**src/rtl/pri_scan_encoder_if.sv**
```systemverilog
// pri_scan_encoder_if
//   Request/index handshake bundle for pri_scan_encoder.
//   master: request source + downstream consumer side (drives req_in, load, rdy_in)
//   slave : the encoder (drives idx_out, valid, busy, done)
//   req_in  [N-1:0] request word, sampled on an accepted load
//   load            capture strobe, honoured only while busy=0
//   rdy_in          consumer ready; index consumed when valid && rdy_in
//   idx_out [W-1:0] offered index
//   valid           idx_out meaningful
//   busy            captured word still has unconsumed bits
//   done            one-cycle pulse at burst end or on an empty load
interface pri_scan_encoder_if #(
  parameter int N = 8
);
  localparam int W = $clog2(N);

  logic [N-1:0] req_in;
  logic         load;
  logic         rdy_in;
  logic [W-1:0] idx_out;
  logic         valid;
  logic         busy;
  logic         done;

  modport master (
    output req_in, load, rdy_in,
    input  idx_out, valid, busy, done
  );

  modport slave (
    input  req_in, load, rdy_in,
    output idx_out, valid, busy, done
  );
endinterface

```
**src/rtl/pri_scan_encoder.sv**
```systemverilog
// pri_scan_encoder
//   Captures an N-bit request word and emits the index of every set bit,
//   one per accepted handshake, in priority order.
//   MODE 0: highest set index first.
//   MODE 1: round-robin, search descends from a pointer that persists
//           across bursts and wraps from 0 to N-1.
// Ports:
//   clk  rising-edge clock
//   rst  synchronous active-high reset
//   bus  pri_scan_encoder_if.slave (req_in/load/rdy_in in, idx_out/valid/busy/done out)
module pri_scan_encoder #(
  parameter int N    = 8,
  parameter int MODE = 0
) (
  input logic              clk,
  input logic              rst,
  pri_scan_encoder_if.slave bus
);
  localparam int W = $clog2(N);
  localparam logic [W-1:0] TOP = W'(N - 1);
  localparam logic [N-1:0] ONE = N'(1);

  localparam logic [0:0] IDLE = 1'b0;
  localparam logic [0:0] SCAN = 1'b1;

  logic [0:0]   state_q, state_d;
  logic [N-1:0] pend_q,  pend_d;
  logic [W-1:0] idx_q,   idx_d;
  logic         valid_q, valid_d;
  logic         done_q,  done_d;
  logic [W-1:0] ptr_q,   ptr_d;

  logic [N-1:0] rem;
  logic [W-1:0] nptr;

  // Priority pick over vec. MODE 0 ignores start; MODE 1 walks downward
  // from start, wrapping, and takes the first set bit.
  function automatic logic [W-1:0] select_idx(input logic [N-1:0] vec,
                                               input logic [W-1:0] start);
    logic [W-1:0] sel;
    logic         found;
    int unsigned  j;
    sel   = '0;
    found = 1'b0;
    if (MODE == 0) begin
      for (int unsigned i = 0; i < N; i++) begin
        if (vec[i[W-1:0]]) sel = W'(i);
      end
    end else begin
      for (int unsigned k = 0; k < N; k++) begin
        j = (32'(start) + N - k) % N;
        if (!found && vec[j[W-1:0]]) begin
          sel   = W'(j);
          found = 1'b1;
        end
      end
    end
    return sel;
  endfunction

  always_comb begin
    state_d = state_q;
    pend_d  = pend_q;
    idx_d   = idx_q;
    valid_d = valid_q;
    done_d  = 1'b0;
    ptr_d   = ptr_q;
    rem     = pend_q & ~(ONE << idx_q);
    nptr    = ptr_q;
    if (MODE == 1) nptr = (idx_q == '0) ? TOP : idx_q - 1'b1;

    case (state_q)
      IDLE: begin
        if (bus.load) begin
          if (|bus.req_in) begin
            pend_d  = bus.req_in;
            idx_d   = select_idx(bus.req_in, ptr_q);
            valid_d = 1'b1;
            state_d = SCAN;
          end else begin
            done_d = 1'b1;
          end
        end
      end
      default: begin
        if (valid_q && bus.rdy_in) begin
          // The next pick uses the pointer as it will be after this
          // consume, so round-robin order holds within a burst too.
          pend_d = rem;
          ptr_d  = nptr;
          if (|rem) begin
            idx_d = select_idx(rem, nptr);
          end else begin
            valid_d = 1'b0;
            done_d  = 1'b1;
            state_d = IDLE;
          end
        end
      end
    endcase
  end

  always_ff @(posedge clk) begin
    if (rst) begin
      state_q <= IDLE;
      pend_q  <= '0;
      idx_q   <= '0;
      valid_q <= 1'b0;
      done_q  <= 1'b0;
      ptr_q   <= TOP;
    end else begin
      state_q <= state_d;
      pend_q  <= pend_d;
      idx_q   <= idx_d;
      valid_q <= valid_d;
      done_q  <= done_d;
      ptr_q   <= ptr_d;
    end
  end

  assign bus.idx_out = idx_q;
  assign bus.valid   = valid_q;
  assign bus.busy    = (state_q == SCAN);
  assign bus.done    = done_q;
endmodule

```
**src/flat_wrapper.sv**
```systemverilog
// flat-port wrapper written by rule: the top's interface ports become plain ports
module pri_scan_encoder_flat 
#(
  parameter int N    = 8,
  parameter int MODE = 0
)
  (clk, rst, bus_req_in, bus_load, bus_rdy_in, bus_idx_out, bus_valid, bus_busy, bus_done);
  pri_scan_encoder_if #(.N(N)) bus_i ();
  input logic clk;
  input logic rst;
  input wire logic [$bits(bus_i.req_in)-1:0] bus_req_in;
  input wire logic [$bits(bus_i.load)-1:0] bus_load;
  input wire logic [$bits(bus_i.rdy_in)-1:0] bus_rdy_in;
  output wire logic [$bits(bus_i.idx_out)-1:0] bus_idx_out;
  output wire logic [$bits(bus_i.valid)-1:0] bus_valid;
  output wire logic [$bits(bus_i.busy)-1:0] bus_busy;
  output wire logic [$bits(bus_i.done)-1:0] bus_done;
  assign bus_i.req_in = bus_req_in;
  assign bus_i.load = bus_load;
  assign bus_i.rdy_in = bus_rdy_in;
  assign bus_idx_out = bus_i.idx_out;
  assign bus_valid = bus_i.valid;
  assign bus_busy = bus_i.busy;
  assign bus_done = bus_i.done;
  pri_scan_encoder #(.N(N), .MODE(MODE)) u_core (.clk(clk), .rst(rst), .bus(bus_i));
endmodule
```
**config.mk**
```make
export PLATFORM = sky130hd
export DESIGN_NAME = pri_scan_encoder_flat
export DESIGN_NICKNAME = d
export VERILOG_FILES = /design/src/rtl/pri_scan_encoder_if.sv /design/src/rtl/pri_scan_encoder.sv /design/src/flat_wrapper.sv
export SDC_FILE = /design/constraint.sdc
export NUM_CORES = 1
export LEC_CHECK = 0
export ABC_CLOCK_PERIOD_IN_PS = 1800
export CORE_MARGIN = 3
export CORE_UTILIZATION = 52
export CTS_CLUSTER_SIZE = 10
export DETAILED_ROUTE_END_ITERATION = 10
export PLACE_DENSITY_LB_ADDON = 0.05
export SLEW_MARGIN = 20
export SYNTH_ARGS = -nofsm -noshare
export SYNTH_HDL_FRONTEND = slang
export SYNTH_SLANG_ARGS = --single-unit
```
**constraint.sdc**
```tcl
create_clock -name clk -period 1.8 [get_ports clk]
set_input_delay 0.27 -clock clk [delete_from_list [all_inputs] [get_ports clk]]
set_output_delay 0.27 -clock clk [all_outputs]
set_load 0.05 [all_outputs]
```
# --- After elaboration in Yosys (flattened, before gate mapping) ---
# Index checks and enable logic that the tools add are counted.
# Widths: inputs -> output; s select.
totals:
  inputBits: 12
  out_inout_bits: 6
  register_bits: 14
classes:
  n_bitwise: 2
  n_mux: 38
  n_shift: 1
  reduce_logical: 8
  n_eq_ne: 3
ops:
  columns: ["cell", "n"]
  rows:
  - ["$mux 3", 13]
  - ["$mux 8", 4]
  - ["$mux 1", 17]
  - ["$reduce_or 8->1", 2]
  - ["$and 8x8->8", 1]
  - ["$mux 2", 4]
  - ["$not 8->8", 1]
  - ["$reduce_and 4->1", 2]
  - ["$shl 1x3->8 const A", 1]
  - ["$ne 2x2->1 const B", 3]
  - ["$reduce_bool 2->1", 2]
  - ["$reduce_and 3->1", 1]
  - ["$logic_and 1x1->1", 1]

# --- Logic depth before layout (Yosys ltp) ---
logic_depth:
  ltp_word: 13
  depth_mapped: 8
  ltp_nobuf: 5

# --- Worst setup path before layout ---
# OpenSTA, ideal clock, no wires.
synth_timing:
  kind: "reg-to-reg"
  start: "reg u_core.idx_q[0] (netlist: u_core.bus.idx_out[0])"
  end: "reg u_core.done_q (netlist: u_core.bus.done)"
  period_less_slack_ns: 1.991
  n_path_buf: 1
  stages_incl_launch_ff: 7
  slack_ns: -0.191
  setup_time_ns: 0.072
  t_required_ns: 1.728
  arrival_time_ns: 1.919
  path_cell_list: "dfxtp_1 -> buf_2 -> mux2_1 -> o22ai_2 -> nand4_2 -> or3_1 -> a21oi_1"
synth_via:
  elab_chain_cells: 7
synth_rtl:
  columns: ["element", "line_no", "rtl"]
  rows:
  - ["from (decl)", "pri_scan_encoder.sv:28", "logic [W-1:0] idx_q, idx_d;"]
  - ["from (signal assigned)", "pri_scan_encoder.sv:114", "idx_q <= idx_d;"]
  - ["$shl 1x3->8", "pri_scan_encoder.sv:68", "rem = pend_q & ~(ONE << idx_q);"]
  - ["$not 8->8", "pri_scan_encoder.sv:68", null]
  - ["$and 8x8->8", "pri_scan_encoder.sv:68", null]
  - ["$reduce_or 8->1", "pri_scan_encoder.sv:91", "if (|rem) begin"]
  - ["$mux 1", "pri_scan_encoder.sv:91", null]
  - ["$mux 1", "pri_scan_encoder.sv:86", "if (valid_q && bus.rdy_in) begin"]
  - ["$mux 1", "pri_scan_encoder.sv:72", "case (state_q)"]
  - ["to (signal assigned)", "pri_scan_encoder.sv:116", "done_q <= done_d;"]
  - ["to (decl)", "pri_scan_encoder.sv:30", "logic done_q, done_d;"]
# Every way passes these cells.
# A chain may end at the register's enable or synchronous reset.

# --- Worst setup path in the final report ---
layout_timing:
  start: "in bus_req_in[3]"
  end: "reg u_core.idx_q[1] (netlist: u_core.bus.idx_out[1])"
layout_via:
  elab_chain_cells: 8
layout_rtl:
  columns: ["element", "line_no", "rtl"]
  rows:
  - ["from (decl)", "flat_wrapper.sv:11", "input wire logic [$bits(bus_i.req_in)-1:0] bus_req_in;"]
  - ["$mux 2", "pri_scan_encoder.sv:47", "if (vec[i[W-1:0]]) sel = W'(i);"]
  - ["$mux 3 (4 in a row)", "pri_scan_encoder.sv:47", null]
  - ["$mux 3", "pri_scan_encoder.sv:75", "if (|bus.req_in) begin"]
  - ["$mux 3", "pri_scan_encoder.sv:74", "if (bus.load) begin"]
  - ["$mux 3", "pri_scan_encoder.sv:72", null]
# Several ways; a longest one is shown, not always the timed one. The select of a mux whose other input is x is not followed.

==> impl_metrics.json <==
{
  "grt_pass1_vias": 932,
  "postCtsHoldBufs": 0,
  "synthCells": 130,
  "insertedDiodeCount": 0,
  "skew_ps": 8.59,
  "clock_sinks": 14,
  "hold_class": "register to register",
  "min_period_ps": 1730,
  "root_buffer_cell": "sky130_fd_sc_hd__clkbuf_4",
  "worst_slew_pin_slew_ps": 504,
  "power_frac_comb_pct": 36.3,
  "irDropWorstVdd_uv": 472,
  "critical_path_arrival_ps": 1940,
  "drtPass1Iterations": 4,
  "pin_count_of_the_biggest_net_entering_global_routing": 17,
  "setup_tns_ps": 0,
  "grt_first_pass_wirelength_um": 4240,
  "clock_power_share_pct": 23.5,
  "detail_route.wl_per_cell_um": 13.5,
  "postSynthRegisterBits": 14,
  "switchingPower_uw": 357,
  "post-synth-top-area-fraction_pct": 26.9,
  "regToRegSetupSlack_ps": 80,
  "critPathMaxFanout": 4,
  "worst_setup_hold_path_clk_slew_ps": 90,
  "drt_iter0_markers": 18,
  "layout.cells.non_filler": 182,
  "leading_post_synthesis_cells_by_instance_count": "sky130_fd_sc_hd__nor2_1 (15), sky130_fd_sc_hd__dfxtp_1 (14), sky130_fd_sc_hd__nand2_1 (14)",
  "synth.net_count": 142,
  "dieHeight_um": 50.8,
  "core_um2": 1800,
  "finalSetupViolCount": 0,
  "grt-ovfl-total": 0,
  "synth-seq-area-share_pct": 26.9,
  "antenna_found_initial": 0,
  "routed_vias_inst": 5.66,
  "crit_path_max_incr_delay_ps": 560,
  "ys.warnings.count": 0,
  "clock_tree.buffer_depth": 2,
  "swShare_pct": 36.5,
  "ys_top_cells_by_area": "sky130_fd_sc_hd__dfxtp_1 (27%), sky130_fd_sc_hd__o21ai_2 (6.7%), sky130_fd_sc_hd__a21oi_2 (5.9%)",
  "cts-buffers-inserted": 3,
  "detail-route-antenna-nets": 0,
  "num-nets-final": 170,
  "drv_cap": 0,
  "netlist_area_um2": 1040,
  "row_count": 15,
  "fmax_mhz": 577,
  "crit_path_cell_trace": "clkdlybuf4s50_1 -> or4_4 -> o21ai_4 -> nand2_2 -> o21ai_4 -> mux2i_1",
  "setup_repair_after_global_routing_missed_its_margin": "no",
  "power_density_nw_per_um2": 728,
  "postSynthAreaPerCell_um2": 8.02,
  "power.sequential.fraction_pct": 40.3,
  "detailed_place_hpwl_um": 1880,
  "globalRouteTotalUtil_pct": 22.0,
  "gpl.final_weighted_congestion": 0.852,
  "yosysUniqueCellTypes": 46,
  "critical-path-slowest-cell": "sky130_fd_sc_hd__or4_4",
  "finalCritPeriodShare_pct": 96.4,
  "ys.flop_type": "sky130_fd_sc_hd__dfxtp_1",
  "clk_latency_ps": 290,
  "crit_path_frequent_cell": "sky130_fd_sc_hd__o21ai_4",
  "floorplan.initialDensity_pct": 57.8,
  "timing.critical_path.max_delay_family": "simple AND/OR/NAND/NOR gates",
  "die_x_um": 50.8,
  "synth-edff-count": 0,
  "critical_path.startpoint_type": "input pin",
  "clock_tree_from_tritoncts": "built",
  "max-slew-margin-rel_pct": 66.3,
  "final_layout_size_suffix_gt1_share_pct": 33.8,
  "detailroute.via_count": 1031,
  "remaining_drc_errors": 0,
  "die_area_um2": 2580,
  "place_inst": 176,
  "worst-setup-path-type": "input pin to register",
  "timing.final.max_slew_violations": 0,
  "cp_data_required_time_ps": 2000,
  "routed_wirelength_um": 2460,
  "io_buffer_count": 17,
  "leakage_component_of_the_power_nw": 0.498,
  "floorplan.io_pins": 18,
  "cp_num_buf_inv": 1,
  "netlist.top_cell.by_area": "sky130_fd_sc_hd__dfxtp_1",
  "hold_viol": 0,
  "synth.most_common_cell": "sky130_fd_sc_hd__nor2_1",
  "run_status": "finished clean",
  "asyncSetResetFlopFracSynth_pct": 0,
  "critPathCaptureType": "register",
  "cts-htree-levels": 1,
  "internal-power_uw": 620,
  "layout-area-overhead-vs-synth_pct": 28.7
}
-- power by group through the flow --
stage	Clock, mW	Sequential [mW]	Combinational (mW)
finish	0.229	0.393	0.354
detailed placement	0	0.399	0.330
CTS	0.238	0.392	0.331
global placement	0	0.398	0.323
global route	0.257	0.399	0.387
floorplan	0	0.412	0.218
-- cell type report --
type | instances | area, µm²
multi-input cells | 103 | 702
fillers | 148 | 460
flip-flops and latches | 14 | 287
repair buffers | 32 | 270
clock buffers | 4 | 36.3
well taps | 25 | 31.3
inverters | 4 | 15.0
-- registers in the layout, summed over array words and instances, names as in the netlist --
name                cells
u_core.pend_q           8
u_core.bus.idx_out      3
u_core.bus.busy         1
u_core.bus.done         1
u_core.bus.valid        1
-- stage by stage --
step           total power, mW  hold slack [ps]  setup slack, ps  util, %  area [µm²]
2_1_floorplan            0.630              335             63.5        -        1050
3_5_place_dp             0.729              492             -283     70.6        1270
6_report                 0.976              512             65.5     74.4        1340
4_1_cts                  0.961              506             27.3     72.6        1310
3_3_place_gp             0.720              489             -145     70.6        1270
5_1_grt                   1.04              538            0.640     74.4        1340
-- tightest hold or removal path: stages, from the launching register on --
cell	delay (ps)
sky130_fd_sc_hd__dfxtp_1	350
sky130_fd_sc_hd__o21ai_2	80
sky130_fd_sc_hd__a21oi_2	50
-- metal layers --
layer / track usage [%] / up-vias / routed length, µm
li1: - / 530 / -
met5: 0 / - / 0
met1: 27.5 / 458 / 1170
met3: 4.45 / 7 / 128
met2: 34.1 / 36 / 1090
met4: 13.9 / 0 / 70
-- cells by family (layout without fill, tap and decap cells) --
group	count (synthesis)	count (layout)	synth area share, %
AOI/OAI and AO/OA	42	42	31.6
DFF	14	14	26.9
buffers and inverters	13	40	7.56
and+or+nand+nor	56	56	28.9
muxes	5	5	5.04
-- final timing paths --
| check | depth (start not counted) | startpoint | to |
|---|---|---|---|
| hold reg to reg | 2 | u_core.pend_q[0]$_SDFFE_PP0P_ | u_core.pend_q[0]$_SDFFE_PP0P_ |
| setup / recovery | 6 | bus_req_in[3] | u_core.bus.idx_out[1]$_SDFFE_PP0P_ |
| hold / removal | 2 | u_core.pend_q[0]$_SDFFE_PP0P_ | u_core.pend_q[0]$_SDFFE_PP0P_ |
| setup reg to reg | 5 | u_core.bus.idx_out[0]$_SDFFE_PP0P_ | u_core.bus.idx_out[1]$_SDFFE_PP0P_ |
-- repair_timing --
| item | in CTS | in global routing |
|---|---|---|
| endpoints found under the setup margin | 0 | 1 |
| gates resized for setup | 0 | 3 |
| buffers inserted | 0 | 2 |
-- layout by cell type, fill, tap and decap left out, drive strengths merged --
cell / count
o22ai: 2
nor2b: 2
nor2: 15
nor4: 1
nand4b: 1
a31oi: 3
nor3: 3
a21oi: 15
o211ai: 1
buf: 20
inv: 4
nand3: 2
nand2: 14
nand3b: 1
a41o: 1
a311oi: 1
or3: 1
and2: 2
clkdlybuf4s50: 12
nand4: 2
a211oi: 2
o21ai: 13
or4: 2
o2bb2ai: 1
mux2i: 3
mux2: 2
nand2b: 6
or2: 2
a311o: 1
o2111ai: 1
nand4bb: 1
clkbuf: 4
o221ai: 1
dfxtp: 14
nor3b: 1
Power figures use the tool's default switching activity.
